==> src/rtl/dual_wb_pkg.sv <==
// Shared types for the dual-lane writeback stage: the lane record, the
// serializer state and the "does this lane really write" predicate.
package dual_wb_pkg;

  localparam int XLEN_DEF = 64;
  localparam int AW_DEF   = 5;

  typedef struct packed {
    logic                wen;
    logic [AW_DEF-1:0]   rd;
    logic [XLEN_DEF-1:0] data;
  } wb_lane_t;

  typedef enum logic {
    IDLE  = 1'b0,
    DRAIN = 1'b1
  } wb_state_t;

  // x0 is hardwired to zero, so a write to it is never issued.
  function automatic logic is_effective(input wb_lane_t lane);
    return lane.wen && (lane.rd != '0);
  endfunction

endpackage

==> src/rtl/dual_wb_stage_fwd_match.sv <==
// One bypass query against a small set of in-flight writes; candidate 0 is
// the newest and wins over higher indices.
module fwd_match #(
  parameter int XLEN     = 64,
  parameter int AW       = 5,
  parameter int NUM_CAND = 3
) (
  input  logic [AW-1:0]                     q_addr,
  input  logic [NUM_CAND-1:0]               cand_wen,
  input  logic [NUM_CAND-1:0][AW-1:0]       cand_rd,
  input  logic [NUM_CAND-1:0][XLEN-1:0]     cand_data,
  output logic                              hit,
  output logic [XLEN-1:0]                   data
);

  // Walk from oldest to newest so the newest match overwrites the others.
  // NOTE: every always_comb output gets a default first, otherwise a path
  // with no match would infer a latch.
  always_comb begin
    hit  = 1'b0;
    data = '0;
    for (int i = NUM_CAND - 1; i >= 0; i--) begin
      if ((q_addr != '0) && cand_wen[i] && (cand_rd[i] == q_addr)) begin
        hit  = 1'b1;
        data = cand_data[i];
      end
    end
  end

endmodule

==> src/rtl/dual_wb_stage.sv <==
// Writeback stage for the 2-way core: registers both lane results, drops x0
// and WAW-shadowed writes, optionally serializes onto one port, and bypasses.
module dual_wb_stage
  import dual_wb_pkg::*;
#(
  parameter int XLEN       = XLEN_DEF,
  parameter int AW         = AW_DEF,
  parameter int NUM_WPORTS = 2
) (
  input  logic            clk,
  input  logic            rst,
  input  logic            in_valid,
  output logic            in_ready,
  input  logic            in_wen1,
  input  logic [AW-1:0]   in_rd1,
  input  logic [XLEN-1:0] in_data1,
  input  logic            in_wen2,
  input  logic [AW-1:0]   in_rd2,
  input  logic [XLEN-1:0] in_data2,
  output logic            Wen1,
  output logic [AW-1:0]   Rd_addr1,
  output logic [XLEN-1:0] write_data1,
  output logic            Wen2,
  output logic [AW-1:0]   Rd_addr2,
  output logic [XLEN-1:0] write_data2,
  input  logic [AW-1:0]   q_addr0,
  input  logic [AW-1:0]   q_addr1,
  input  logic [AW-1:0]   q_addr2,
  input  logic [AW-1:0]   q_addr3,
  output logic            fwd_hit0,
  output logic            fwd_hit1,
  output logic            fwd_hit2,
  output logic            fwd_hit3,
  output logic [XLEN-1:0] fwd_data0,
  output logic [XLEN-1:0] fwd_data1,
  output logic [XLEN-1:0] fwd_data2,
  output logic [XLEN-1:0] fwd_data3
);

  wb_state_t state_q, state_d;
  wb_lane_t  p1_q, p1_d, p2_q, p2_d, pend_q, pend_d;
  wb_lane_t  lane1, lane2;
  logic      eff1, eff2, accept, split;

  always_comb begin
    lane1  = '{wen: in_wen1, rd: in_rd1, data: in_data1};
    lane2  = '{wen: in_wen2, rd: in_rd2, data: in_data2};
    eff2   = is_effective(lane2);
    // The younger lane shadows the older one when both target the same reg.
    eff1   = is_effective(lane1) && !(eff2 && (in_rd1 == in_rd2));
    accept = in_valid && in_ready;
    split  = (NUM_WPORTS == 1) && eff1 && eff2;
  end

  // NOTE: state is updated with non-blocking assignments only, and the
  // synchronous reset clears every flop including the pending entry.
  always_ff @(posedge clk) begin
    if (rst) begin
      state_q <= IDLE;
      p1_q    <= '0;
      p2_q    <= '0;
      pend_q  <= '0;
    end else begin
      state_q <= state_d;
      p1_q    <= p1_d;
      p2_q    <= p2_d;
      pend_q  <= pend_d;
    end
  end

  always_comb begin
    state_d = state_q;
    unique case (state_q)
      IDLE:    if (accept && split) state_d = DRAIN;
      DRAIN:   state_d = IDLE;
      default: state_d = IDLE;
    endcase
  end

  // Address/data hold between writes; only the enable drops.
  always_comb begin
    p1_d     = p1_q;
    p1_d.wen = 1'b0;
    p2_d     = p2_q;
    p2_d.wen = 1'b0;
    pend_d   = pend_q;
    if (NUM_WPORTS == 1) begin
      p2_d = '0;
      if (state_q == DRAIN) begin
        p1_d   = pend_q;
        pend_d = '0;
      end else if (accept) begin
        if (eff1) begin
          p1_d = lane1;
        end else if (eff2) begin
          p1_d = lane2;
        end
        if (split) begin
          pend_d = lane2;
        end
      end
    end else if (accept) begin
      if (eff1) p1_d = lane1;
      if (eff2) p2_d = lane2;
    end
  end

  always_comb begin
    in_ready    = !rst && (state_q == IDLE);
    Wen1        = p1_q.wen;
    Rd_addr1    = p1_q.rd;
    write_data1 = p1_q.data;
    Wen2        = p2_q.wen;
    Rd_addr2    = p2_q.rd;
    write_data2 = p2_q.data;
  end

  logic [3:0][AW-1:0]   q_addr;
  logic [3:0]           hit_vec;
  logic [3:0][XLEN-1:0] data_vec;
  logic [2:0]           cand_wen;
  logic [2:0][AW-1:0]   cand_rd;
  logic [2:0][XLEN-1:0] cand_data;

  // Priority: pending (newest) > port 2 > port 1.
  assign q_addr    = {q_addr3, q_addr2, q_addr1, q_addr0};
  assign cand_wen  = {p1_q.wen, p2_q.wen, pend_q.wen && (state_q == DRAIN)};
  assign cand_rd   = {p1_q.rd, p2_q.rd, pend_q.rd};
  assign cand_data = {p1_q.data, p2_q.data, pend_q.data};

  for (genvar g = 0; g < 4; g++) begin : g_fwd
    fwd_match #(
      .XLEN     (XLEN),
      .AW       (AW),
      .NUM_CAND (3)
    ) u_match (
      .q_addr    (q_addr[g]),
      .cand_wen  (cand_wen),
      .cand_rd   (cand_rd),
      .cand_data (cand_data),
      .hit       (hit_vec[g]),
      .data      (data_vec[g])
    );
  end

  assign fwd_hit0  = hit_vec[0];
  assign fwd_hit1  = hit_vec[1];
  assign fwd_hit2  = hit_vec[2];
  assign fwd_hit3  = hit_vec[3];
  assign fwd_data0 = data_vec[0];
  assign fwd_data1 = data_vec[1];
  assign fwd_data2 = data_vec[2];
  assign fwd_data3 = data_vec[3];

endmodule

==> config.mk <==
export PLATFORM = sky130hd
export DESIGN_NAME = dual_wb_stage
export DESIGN_NICKNAME = d
export VERILOG_FILES = /design/src/rtl/dual_wb_pkg.sv /design/src/rtl/dual_wb_stage_fwd_match.sv /design/src/rtl/dual_wb_stage.sv
export SDC_FILE = /design/constraint.sdc
export NUM_CORES = 1
export LEC_CHECK = 0
export BUFFER_PORTS_ARGS = -buffer_cell sky130_fd_sc_hd__buf_2
export CAP_MARGIN = 20
export CELL_PAD_IN_SITES_DETAIL_PLACEMENT = 1
export CELL_PAD_IN_SITES_GLOBAL_PLACEMENT = 1
export CORE_AREA = 10 10 210 212
export CTS_BUF_LIST = sky130_fd_sc_hd__clkbuf_16
export DETAILED_ROUTE_END_ITERATION = 7
export DIE_AREA = 0 0 220 222
export MAX_ROUTING_LAYER = met4
export PLACE_DENSITY_LB_ADDON = 0.1
export SYNTH_ARGS = -nofsm -noshare
export SYNTH_HDL_FRONTEND = slang
export SYNTH_HIERARCHICAL = 1
export SYNTH_SLANG_ARGS = --single-unit
==> constraint.sdc <==
create_clock -name clk -period 2.6 [get_ports clk]
set_input_delay 0.52 -clock clk [delete_from_list [all_inputs] [get_ports clk]]
set_output_delay 0.52 -clock clk [all_outputs]
set_load 0.05 [all_outputs]
### Word-level counts from Yosys, hierarchy flattened

Cells that the tools add are included.

| operators by class | value |
|---|---|
| eq/ne operators | 9 |
| multiplexer cells | 16 |
| bitwise operators | 3 |
| reductions and logical operators | 33 |

Operators by type and width:

| operator | count |
|---|---|
| two-way mux 64 bit | 8 |
| equality test 5 bit | 9 |
| nonzero test 5 bit | 6 |
| logical AND 1 bit | 21 |
| two-way mux 1 bit | 8 |
| OR reduction 3 bit | 2 |
| AND reduction 2 bit | 2 |
| inverter 1 bit | 3 |
| logical NOT 1 bit | 2 |

| storage, ports and cells | value |
|---|---|
| register bits after elaboration | 140 |
| input port bits | 163 |
| output and inout port bits | 401 |
| logic and storage cells | 67 |

### Depth between registers and ports, before layout

| depth | value |
|---|---|
| word-level depth | 7 |
| gate-level depth with buffers | 8 |
| mapped depth without buffers | 5 |

### Modules after synthesis

The synthesis kept the hierarchy.

Modules (own cells, without submodules):

| module | times used | cells an instance | area each (um^2) | seq. area each (um^2) |
|---|---|---|---|---|
| fwd_match | 4 | 320 | 1614.0 | 0.0 |
| dual_wb_stage | 1 | 537 | 5469.0 | 2802.7 |

### Worst setup path before layout

OpenSTA, ideal clock, no wires.

| timing path | value |
|---|---|
| path kind | reg-to-output |
| from | register p2_q, in the netlist Rd_addr2[4] |
| to | output port fwd_data0[16] |
| arrival | 2.624 ns |
| data required time | 2.080 ns |
| path slack | -0.544 ns |
| stages on the path, launching flop included | 7 |
| buffers on the path | 1 |
| path through | dfxtp_1 > xor2_1 > nor4_1 > and2_4 > buf_2 > nand2_1 > a31oi_1 |

| on the way | value |
|---|---|
| cells in the longest elaborated chain, start to end | 3 |

RTL lines:

| what | RTL line | text |
|---|---|---|
| start, declared | dual_wb_stage.sv:41 | `wb_lane_t p1_q, p1_d, p2_q, p2_d, pend_q, pend_d;` |
| start signal, assigned | dual_wb_stage.sv:66 | `p2_q <= p2_d;` |
| equality test 5 bit | dual_wb_stage_fwd_match.sv:23 | `if ((q_addr != '0) && cand_wen[i] && (cand_rd[i] == q_addr)) begin` |
| logical AND 1 bit | dual_wb_stage_fwd_match.sv:23 |  |
| two-way mux 64 bit | dual_wb_stage_fwd_match.sv:23 |  |
| end, declared | dual_wb_stage.sv:34 | `output logic [XLEN-1:0] fwd_data0,` |

No other way between the ends.

### Worst setup path in the final report

| timing path | value |
|---|---|
| from | register p2_q, in the netlist Rd_addr2[2] |
| to | output port fwd_data3[21] |

| on the way | value |
|---|---|
| cells in the longest elaborated chain, start to end | 3 |

RTL lines:

| what | RTL line | text |
|---|---|---|
| equality test 5 bit | dual_wb_stage_fwd_match.sv:23 |  |
| logical AND 1 bit | dual_wb_stage_fwd_match.sv:23 |  |
| two-way mux 64 bit | dual_wb_stage_fwd_match.sv:23 |  |
| end, declared | dual_wb_stage.sv:37 | `output logic [XLEN-1:0] fwd_data3` |

No other way between the ends.

==> results.md <==
- Status: finished, violations left
- Failing checks: max-slew violations, negative setup slack
- Routed wire length per instance: ~32 µm
- Die area: 48840 µm²
- Post-Syn Area per Cell: approximately 6.6 µm²
- Met2 wire length: just over 50 mm
- Startpoint types: flop
- Worst Path Required: about 2100 ps
- Final WL: 104.6 mm
- Worst-path clk slew: around 80 ps
- Worst endpoint data arrival time: ~2800 ps
- Yosys warning count: 6
- Number of global-route vias before repair: 19.33k
- Max-slew headroom: -927.1%
- Post-route insts no fill: about 3.2k
- Via density: 5.983
- Final setup margin: -739.4 ps
- Fin crit share: 128.4%
- All-Layer GR Usage: 36.74%
- Initial core utilization: a little under a third
- Final min period: roughly 3300 ps
- GRT overflow: 0
- Final hold slack: about 220 ps
- FF+latch area: between 2000 and 3000 µm²
- First-pass GRT wire length: ~130 mm
- Later-pin clock latency in the skew report: about 480 ps
- Initial antenna violation count: 11
- Final Setup Violations: 260
- Core area: roughly 40000 µm²
- Worst slew pin tran: between 15000 and 20000 ps
- Power Dens Cells: slightly above 300 nW/µm²
- EDFF count, synth: 0
- CTS Root Cell: clkbuf_16
- Largest net degree at the start of global routing: 74
- Predominant post-synthesis flop cell: dfxtp_1
- Post-Synthesis Cells: 1817
- Cts hold-fix bufs: 0
- Clock tree buffer depth: 2
- Fin. Hold Viols: 0
- CTS Sinks: 140
- Seq/Total Area, Yosys: between 20% and 30%
- Fillers: between 4k and 5k
- Setup_tns: -142080 ps
- DRC viols: 0
- PortBufs: between 500 and 600
- Peak VDD IR: between 400 and 500 µV
- DR WL met3: 9.279 mm
- Syn Std Cell Area: 11930 µm²
- DRT iter0 DRCs: slightly below 2k
- Area Overhead vs Synth: 117.6%
- Max Cap Viol: 0
- Max frequency: roughly 300 MHz
- Clock skew: 0 ps
- Synth cell types: 30
- Die W: between 200 and 250 µm
- Nets@finish: around 2.9k
- Die Ht: around 220 µm
- Area taken by multi-input logic gates: roughly 14000 µm²
- TritonCTS clock tree: yes
- CTS H-tree depth: 4
- Uppermost layer routed: met4
- CP Capture Type: primary output
- First-pass DRT Iterations: 5
- Type of the tightest min-delay check: input port to flop
- Boundary Pins: 564
- Gpl congestion: approximately 0.90
- TritonCTS Buffers: 17
- Metal-1 WL: between 30 and 40 mm
- Num rows: 73
- Unrepaired setup endpoints after global routing: yes
- Final Max Tran Viols: 524
- WS Path Type: flop to primary output
- Via count: about 19k
- Routed Antenna Nets: 0
- Asr flop ratio synth: 0%
- #FFs+latches synth: 140
- Layout cells sized above 1: roughly 50%
- CP max FO: 26
- LEAKAGE: between 10 and 15 nW
- Detailed Place HPWL: 59.17 mm
- Post-placement cell count: between 3k and 4k
==> placed cells by master (no fill, tap or decap), types with 5 or more instances in the layout <==
master,n
buf_2,313
conb_1,280
a21oi_4,268
nor2_1,259
nand3_1,209
nand2_1,167
dfxtp_1,130
buf_12,123
buf_6,118
a21oi_1,106
buf_4,89
buf_8,80
nor2b_1,70
mux2_4,69
a21oi_2,66
o21ai_0,60
xnor2_1,48
a31oi_4,36
nand3_2,33
clkbuf_16,29
buf_16,16
nand3_4,14
diode_2,11
nand2_4,11
dfxtp_4,9
nand4_1,9
o21ai_1,9
xor2_1,8
xor2_2,7
inv_6,6
or3_1,5
==> worst max-delay path, cell delays in order, from the launching register on <==
cell	delay (ps)
dfxtp_4	360
buf_6	130
xor2_1	170
nor4_2	400
buf_4	240
and2_4	230
buf_12	210
a21oi_1	150
a21oi_4	240
buf_8	170
==> report_power, final <==
group | internal, mW | switching, mW | leakage, nW
Combinational | 0.874 | 1.58 | 9.34
Clock | 1.62 | 1.29 | 0.307
Sequential | 2.26 | 0.357 | 1.15
==> final cells by class <==
class / instances / share of cell area, %
multi-input combinational: 1778 / 52.76
timing repair buffer: 755 / 31.21
sequential: 140 / 10.94
tap: 525 / 2.531
clock buffer: 17 / 1.639
clock inverter: 15 / 0.7956
antenna: 11 / 0.1061
inverter: 2 / 0.02893
==> kinds of logic (layout without fill, tap and decap cells) <==
kind of cell,after synthesis,count (layout),share of synthesized area [%]
compound gates,553,553,23.93
xor+xnor,65,65,4.774
buf+inv,178,789,8.436
flops,140,140,23.50
mux,69,69,8.687
other cells,1,291,0.03145
simple gates,811,811,30.64
==> timing repair <==
| item | 4_1_cts | 5_1_grt |
|---|---|---|
| resized for setup | 479 | 313 |
| gates cloned | 17 | 13 |
| setup buffers | 29 | 31 |
| pin swaps | 104 | 116 |
| setup endpoints to repair | 260 | 260 |
==> metal layers <==
metal  vias up  track usage (%)
met5         -                -
met4         0            21.88
met3       496            7.858
met2      1372            60.15
met1      9719            40.15
li1       7817                -
==> final timing paths <==
path                                      start              end  slack (ps)  depth (start not counted)
worst min-delay path                in_data2[0]   write_data2[0]         220                          3
worst max-delay path                Rd_addr2[2]    fwd_data3[21]        -740                          9
worst max register to register  write_data1[42]  write_data1[42]        1470                          2
worst min register to register  write_data2[63]  write_data2[63]         560                          2
==> cell usage after synthesis, drive strengths merged, types with 16 or more instances <==
cell      n  area [µm²]
a21oi   440        2202
a31oi    36       225.2
buf      99       708.2
clkbuf   77       290.3
dfxtp   140        2803
mux2     69        1036
nand2   186       708.2
nand3   256        1281
nor2    260       975.9
nor2b    70       437.9
o21ai    70       354.1
xnor2    49       429.2
xor2     16       140.1
==> sequential cells by signal, summed over array words and instances, names as in the netlist <==
register and flops:
Wen1 1, write_data1 64, write_data2 64, Rd_addr2 5, Rd_addr1 5, Wen2 1
==> stage by stage <==
stage / total power, mW / worst slack [ps] / cell area [µm²] / utilization, %
global placement: 4.585 / -453.0 / 20840 / 52.57
finish: 7.988 / -739.4 / 25950 / 65.46
CTS: 7.604 / -485.6 / 23980 / 60.50
global route: 8.136 / -785.4 / 25950 / 65.46
detailed placement: 4.625 / -500.5 / 20840 / 52.57
floorplan: 3.866 / -118.2 / 16110 / -
(Power assumes the default switching activity.)
